$ cat config.mk
export PLATFORM = sky130hd
export DESIGN_NAME = inst_mem_loader_flat
export DESIGN_NICKNAME = d
export VERILOG_FILES = /design/src/rtl/inst_mem_loader_if.sv /design/src/rtl/inst_mem_loader.sv /design/src/flat_wrapper.sv
export SDC_FILE = /design/constraint.sdc
export NUM_CORES = 1
export LEC_CHECK = 0
export ABC_CLOCK_PERIOD_IN_PS = 2700
export CORE_ASPECT_RATIO = 0.75
export CORE_MARGIN = 1.5
export CORE_UTILIZATION = 53
export CTS_CLUSTER_SIZE = 30
export DETAILED_ROUTE_END_ITERATION = 7
export HOLD_SLACK_MARGIN = 0.12
export PLACE_DENSITY = 0.78
export SKIP_CTS_REPAIR_TIMING = 1
export SYNTH_ARGS = -nofsm -noshare
export SYNTH_HDL_FRONTEND = slang
export SYNTH_SLANG_ARGS = --single-unit
export TNS_END_PERCENT = 10
$ cat constraint.sdc
create_clock -name i_clk -period 2.7 [get_ports i_clk]
set_input_delay 0.405 -clock i_clk [delete_from_list [all_inputs] [get_ports i_clk]]
set_output_delay 0.405 -clock i_clk [all_outputs]
set_load 0.02 [all_outputs]
$ cat src/rtl/inst_mem_loader_if.sv
// rtl/inst_mem_loader_if.sv - byte-stream input and instruction-memory write bundle for inst_mem_loader
interface inst_mem_loader_if #(
   parameter int unsigned NBITS = 32
);
   logic [7:0]       i_rx_data;
   logic             i_rx_valid;
   logic             o_inst_mem_wr_en;
   logic [31:0]      o_inst_mem_addr;
   logic [NBITS-1:0] o_inst_mem_data;
   logic             o_cpu_halt;
   logic             o_done;
   logic             o_err;

   modport master (
      input  i_rx_data, i_rx_valid,
      output o_inst_mem_wr_en, o_inst_mem_addr, o_inst_mem_data, o_cpu_halt, o_done, o_err
   );

   modport slave (
      output i_rx_data, i_rx_valid,
      input  o_inst_mem_wr_en, o_inst_mem_addr, o_inst_mem_data, o_cpu_halt, o_done, o_err
   );
endinterface

$ cat src/rtl/inst_mem_loader.sv
// rtl/inst_mem_loader.sv - frames an A5/length/words byte stream into instruction-memory writes
// Define LOADER_TIMEOUT_EN to abort a stalled load after TIMEOUT_CYCLES idle cycles.
module inst_mem_loader #(
   parameter int unsigned NBITS          = 32,
   parameter int unsigned MEM_DEPTH      = 256,
   parameter int unsigned TIMEOUT_CYCLES = 100000
) (
   input  logic              i_clk,
   input  logic              i_rst,
   inst_mem_loader_if.master bus
);
   localparam logic [7:0] SYNC_BYTE = 8'hA5;

   typedef enum logic [2:0] {IDLE, LEN_HI, LEN_LO, DATA, DONE} state_t;

   state_t           state;
   logic [15:0]      word_cnt;
   logic [15:0]      word_idx;
   logic [1:0]       byte_idx;
   logic [23:0]      shift_q;
   logic             ovf;
   logic [NBITS-1:0] word;
   logic             rx_sync;
   logic             busy;
   logic             in_range;
   logic             last_word;
   logic             timeout;

   assign word      = {shift_q, bus.i_rx_data};
   assign rx_sync   = bus.i_rx_valid && (bus.i_rx_data == SYNC_BYTE);
   assign busy      = (state == LEN_HI) || (state == LEN_LO) || (state == DATA);
   assign in_range  = 32'(word_idx) < MEM_DEPTH;
   assign last_word = (word_idx == word_cnt - 16'd1);

`ifdef LOADER_TIMEOUT_EN
   logic [31:0] idle_cnt;

   always_ff @(posedge i_clk) begin
      if (i_rst || !busy || bus.i_rx_valid)
         idle_cnt <= '0;
      else
         idle_cnt <= idle_cnt + 32'd1;
   end

   assign timeout = busy && !bus.i_rx_valid && ((idle_cnt + 32'd1) >= TIMEOUT_CYCLES);
`else
   assign timeout = 1'b0;
`endif

   always_ff @(posedge i_clk) begin
      if (i_rst) begin
         state                <= IDLE;
         word_cnt             <= '0;
         word_idx             <= '0;
         byte_idx             <= '0;
         shift_q              <= '0;
         ovf                  <= 1'b0;
         bus.o_inst_mem_wr_en <= 1'b0;
         bus.o_inst_mem_addr  <= '0;
         bus.o_inst_mem_data  <= '0;
         bus.o_cpu_halt       <= 1'b1;
         bus.o_done           <= 1'b0;
         bus.o_err            <= 1'b0;
      end else begin
         bus.o_inst_mem_wr_en <= 1'b0;
         if (timeout) begin
            // Partial word is dropped; halt stays asserted.
            state     <= IDLE;
            bus.o_err <= 1'b1;
         end else if (rx_sync && (state == IDLE || state == DONE)) begin
            state          <= LEN_HI;
            word_idx       <= '0;
            byte_idx       <= '0;
            ovf            <= 1'b0;
            bus.o_cpu_halt <= 1'b1;
            bus.o_done     <= 1'b0;
            bus.o_err      <= 1'b0;
         end else begin
            case (state)
               IDLE: ;
               LEN_HI: if (bus.i_rx_valid) begin
                  word_cnt[15:8] <= bus.i_rx_data;
                  state          <= LEN_LO;
               end
               LEN_LO: if (bus.i_rx_valid) begin
                  word_cnt[7:0] <= bus.i_rx_data;
                  if ({word_cnt[15:8], bus.i_rx_data} == 16'd0) begin
                     state          <= DONE;
                     bus.o_done     <= 1'b1;
                     bus.o_cpu_halt <= 1'b0;
                  end else begin
                     state <= DATA;
                  end
               end
               DATA: if (bus.i_rx_valid) begin
                  shift_q  <= word[23:0];
                  byte_idx <= byte_idx + 2'd1;
                  if (byte_idx == 2'd3) begin
                     if (in_range) begin
                        bus.o_inst_mem_wr_en <= 1'b1;
                        bus.o_inst_mem_addr  <= {14'd0, word_idx, 2'b00};
                        bus.o_inst_mem_data  <= word;
                     end else begin
                        ovf <= 1'b1;
                     end
                     word_idx <= word_idx + 16'd1;
                     if (last_word)
                        state <= DONE;
                  end
               end
               DONE: begin
                  // Status lands one cycle after the final write strobe.
                  bus.o_done     <= !ovf;
                  bus.o_err      <= ovf;
                  bus.o_cpu_halt <= ovf;
               end
               default: state <= IDLE;
            endcase
         end
      end
   end
endmodule

$ cat src/flat_wrapper.sv
// flat-port wrapper written by rule: the top's interface ports become plain ports
module inst_mem_loader_flat 
#(
   parameter int unsigned NBITS          = 32,
   parameter int unsigned MEM_DEPTH      = 256,
   parameter int unsigned TIMEOUT_CYCLES = 100000
)
  (i_clk, i_rst, bus_i_rx_data, bus_i_rx_valid, bus_o_inst_mem_wr_en, bus_o_inst_mem_addr, bus_o_inst_mem_data, bus_o_cpu_halt, bus_o_done, bus_o_err);
  inst_mem_loader_if #(.NBITS(NBITS)) bus_i ();
  input  logic i_clk;
  input  logic i_rst;
  input wire logic [$bits(bus_i.i_rx_data)-1:0] bus_i_rx_data;
  input wire logic [$bits(bus_i.i_rx_valid)-1:0] bus_i_rx_valid;
  output wire logic [$bits(bus_i.o_inst_mem_wr_en)-1:0] bus_o_inst_mem_wr_en;
  output wire logic [$bits(bus_i.o_inst_mem_addr)-1:0] bus_o_inst_mem_addr;
  output wire logic [$bits(bus_i.o_inst_mem_data)-1:0] bus_o_inst_mem_data;
  output wire logic [$bits(bus_i.o_cpu_halt)-1:0] bus_o_cpu_halt;
  output wire logic [$bits(bus_i.o_done)-1:0] bus_o_done;
  output wire logic [$bits(bus_i.o_err)-1:0] bus_o_err;
  assign bus_i.i_rx_data = bus_i_rx_data;
  assign bus_i.i_rx_valid = bus_i_rx_valid;
  assign bus_o_inst_mem_wr_en = bus_i.o_inst_mem_wr_en;
  assign bus_o_inst_mem_addr = bus_i.o_inst_mem_addr;
  assign bus_o_inst_mem_data = bus_i.o_inst_mem_data;
  assign bus_o_cpu_halt = bus_i.o_cpu_halt;
  assign bus_o_done = bus_i.o_done;
  assign bus_o_err = bus_i.o_err;
  inst_mem_loader #(.NBITS(NBITS), .MEM_DEPTH(MEM_DEPTH), .TIMEOUT_CYCLES(TIMEOUT_CYCLES)) u_core (.i_clk(i_clk), .i_rst(i_rst), .bus(bus_i));
endmodule
==> summary.md <==
| Metric | Value |
|---|---|
| Hold depth | `2` |
| Syn Area/Cell | `7.988 µm²` |
| Ranking of synthesized cells by area | `dfxtp_1, nand2_1, a21oi_1` |
| Fin Setup TNS | `0 ps` |
| Leakage Power | `between 0.002 and 0.0025 µW` |
| Row count | `30` |
| Worst reg-to-reg path cell count | `7` |
| Drt wl/cell | `14.64 µm` |
| Initial antenna violation count | `0` |
| DRT Wirelength | `approximately 12000 µm` |
| Critical path required time | `approximately 3000 ps` |
| Die width | `between 100 and 150 µm` |
| Via density | `between 5 and 6` |
| Crit-path max cell delay | `around 580 ps` |
| Final hold vios | `0` |
| Root Buffer | `clkbuf_16` |
| Crit start category | `register` |
| Minimum clock period | `roughly 2500 ps` |
| Comb pwr share | `0.023` |
| Die Ht | `86.72 µm` |
| Share of post-route cells with drive strength above 1 | `0.08683` |
| Status | `complete, no violations` |
| # IOs | `about 80` |
| CP Max Fanout | `6` |
| CTS tree | `done` |
| Worst-Margin Slew | `626.8 ps` |
| Hold EP | `u_core.bus.o_inst_mem_data[30]$_SDFFE_PP0P_` |
| Yosys warns | `0` |
| R2R setup slack | `between 150 and 200 ps` |
| Post-synthesis register bit count | `approximately 110` |
| Number of remaining DRC errors | `0` |
| Hold Crit Class | `reg2reg` |
| Worst-case clock buffer depth | `2` |
| CP Capture Type | `register` |
| GRT overflow | `0` |
| Largest net degree at the start of global routing | `52` |
| Yosys top cell area share | `0.4608` |
| Worst vdd ir | `460.9 µV` |
| Port Buffers | `just over 60` |
| Slowest CP cell | `or4_4` |
| Unrepaired setup endpoints after global routing | `no` |
| Hold path startpoint | `u_core.shift_q[22]$_SDFFE_PP0P_` |
| Routed vias | `4461` |
| Area Growth Syn to Fin | `25.14%` |
| P_sw | `815.0 µW` |
| Worst skew pair latency | `410 ps` |
| Worst-path clk slew | `roughly 50 ps` |
| Fillcell total | `~710` |
| Max-slew headroom | `0.5783` |
| EDFF count, synth | `0` |
| Placed insts | `between 700 and 800` |
| Cell count after synthesis | `620` |
| Initial core utilization | `0.5474` |
| Core ar. | `between 9000 and 10000 µm²` |
| Crit-path cells | `or4_4, or4_1, o211ai_1, nand4_1, nor4_2, nor3b_1, o21ba_1` |
| Drt pass-1 iters | `5` |
| Pwr dens | `approximately 640 nW/µm²` |
| Slew Limit Fails | `0` |
| Period Utilization, post-route | `0.9395` |
| Post-Route Utilization | `0.6851` |
| Die area | `9939 µm²` |
| Sink Count | `approximately 110` |
| Sequential power share | `0.427` |
| Clk pwr share | `0.550` |
| Setup violators final | `0` |
| FF-to-FF End | `u_core.state[1]$_SDFFE_PP0P_` |
| Worst EP arrival | `2840 ps` |
| First-pass GRT wire length | `~20000 µm` |
| DRT antenna net count | `0` |
| F_max | `slightly below 0.4 GHz` |
| Critical R2R Launch | `u_core.word_cnt[0]$_SDFFE_PP0P_` |
| Mapped cell area | `4952 µm²` |
| Fin Clk Skew | `approximately 6.8 ps` |
| Leading area contributor after synthesis | `dfxtp_1` |
| Hold Slack | `around 450 ps` |
| Seq/Total Area, Yosys | `0.4608` |
| Gpl congestion | `a little under 0.9` |
| Asr flop ratio synth | `0` |
| Top_reg_cell synth | `dfxtp_1` |
| ANT cells | `0` |
| HPWL Detailed | `8281 µm` |
| Switching Share | `0.2067` |
| CTS buffer count | `17` |
| Final Non-Filler Cells | `819` |
| GRT Total Usage | `0.2546` |
| Synth cell types | `just under 60` |
| Final nets | `about 690` |
| H-tree levels | `4` |
| Vias in the first global route | `4109` |
| Cell-internal power | `~3100 µW` |
| Critical Setup Path Class | `reg2reg` |
| DR iter-0 viols | `between 200 and 300` |
| Max_cap viols | `0` |
==> cells by family (layout without fill, tap and decap cells) <==
family                   after synthesis  in the layout  share of synthesized area
AO/OA/AOI/OAI                        123            123                     0.1430
XOR/XNOR                              32             32                    0.05811
adder cells (fa/ha/maj)                3              3                   0.007580
buffers and inverters                 63            119                    0.06999
flip-flops                           114            114                     0.4608
multiplexers                           1              1                   0.002021
other                                  1             16                  0.0007572
AND/OR/NAND/NOR                      283            283                     0.2577
==> cells in the mapped netlist (3+ instances only) <==
master,number
nand2_1,181
dfxtp_1,114
a21oi_1,90
clkbuf_1,32
nor2_1,25
buf_4,16
xor2_1,16
xnor2_1,15
nand3_1,12
nor3_1,12
and2_1,10
inv_1,8
o21ai_0,7
nand4_1,6
nor4_1,6
or3_1,5
buf_6,4
o21a_1,4
or4_1,4
and3_1,3
and4_1,3
ha_1,3
==> registers in the layout, indices dropped and copies added (netlist names), 2 cells and up <==
signal,count
u_core.shift_q,24
u_core.word_idx,16
u_core.byte_idx,2
u_core.state,3
u_core.bus.o_inst_mem_data,32
u_core.word_cnt,16
u_core.bus.o_inst_mem_addr,16
==> layout make-up <==
cell class	instances	area [µm²]	area share
clock buffer	22	474.2	0.07652
clock inverter	10	107.6	0.01736
inverter	8	30.03	0.004846
multi-input combinational	458	2387	0.3852
sequential	114	2282	0.3683
tap	128	160.2	0.02584
timing repair buffer	79	755.7	0.1219
==> metal layers <==
metal  vias to the layer above  routed length [µm]  track usage
met5                         -                   0            0
met4                         0                 106      0.06932
met3                        11                 931      0.07063
met2                       160                5430       0.3990
met1                      2118                5519       0.3474
li1                       2172                   -            -
==> through the flow <==
| step | cell area (µm²) | setup WS (ps) | power [µW] |
|---|---|---|---|
| 2_1_floorplan | 5009 | 307.6 | 1784 |
| 3_3_place_gp | 5610 | 168.9 | 1807 |
| 3_5_place_dp | 5610 | 41.64 | 1808 |
| 4_1_cts | 6192 | 28.95 | 3951 |
| 5_1_grt | 6197 | 51.49 | 4045 |
| 6_report | 6197 | 163.3 | 3944 |
==> worst max-delay path, delay by kind of cell (launching register included) <==
family,cells,cell delay [ps]
compound gates,2,390
simple gates,5,1680
flops,1,360
==> placed cells by master, fill, tap and decap left out, drive strengths merged, types with 12 or more instances in the layout <==
cell type	Yosys	final
a21oi	90	90
clkbuf	34	22
clkdlybuf4s50	0	61
conb	1	16
nor2	25	25
nor3	12	12
buf	21	18
nand3	12	12
xor2	16	16
dfxtp	114	114
xnor2	16	16
nand2	181	181
==> how the worst max path moves through the flow <==
stage	startpoint	end	slack [ps]	depth (start not counted)
6_report	u_core.word_cnt[0]$_SDFFE_PP0P_	u_core.state[1]$_SDFFE_PP0P_	160	7
5_1_grt	u_core.word_cnt[0]$_SDFFE_PP0P_	u_core.state[1]$_SDFFE_PP0P_	50	9
4_1_cts	u_core.word_cnt[0]$_SDFFE_PP0P_	u_core.state[1]$_SDFFE_PP0P_	30	9
3_5_place_dp	u_core.word_cnt[0]$_SDFFE_PP0P_	u_core.state[1]$_SDFFE_PP0P_	40	9
3_3_place_gp	bus_i_rx_data[3]	u_core.state[1]$_SDFFE_PP0P_	170	8
2_1_floorplan	u_core.word_cnt[0]$_SDFFE_PP0P_	u_core.state[1]$_SDFFE_PP0P_	310	9
==> power by group through the flow <==
stage | logic, µW | registers [µW] | clock network [µW]
floorplan | 65.1 | 1720 | 0
global placement | 87.8 | 1720 | 0
detailed placement | 88.6 | 1720 | 0
CTS | 89.1 | 1680 | 2180
global route | 96.1 | 1680 | 2270
finish | 90.4 | 1680 | 2170
(Power assumes the default switching activity.)
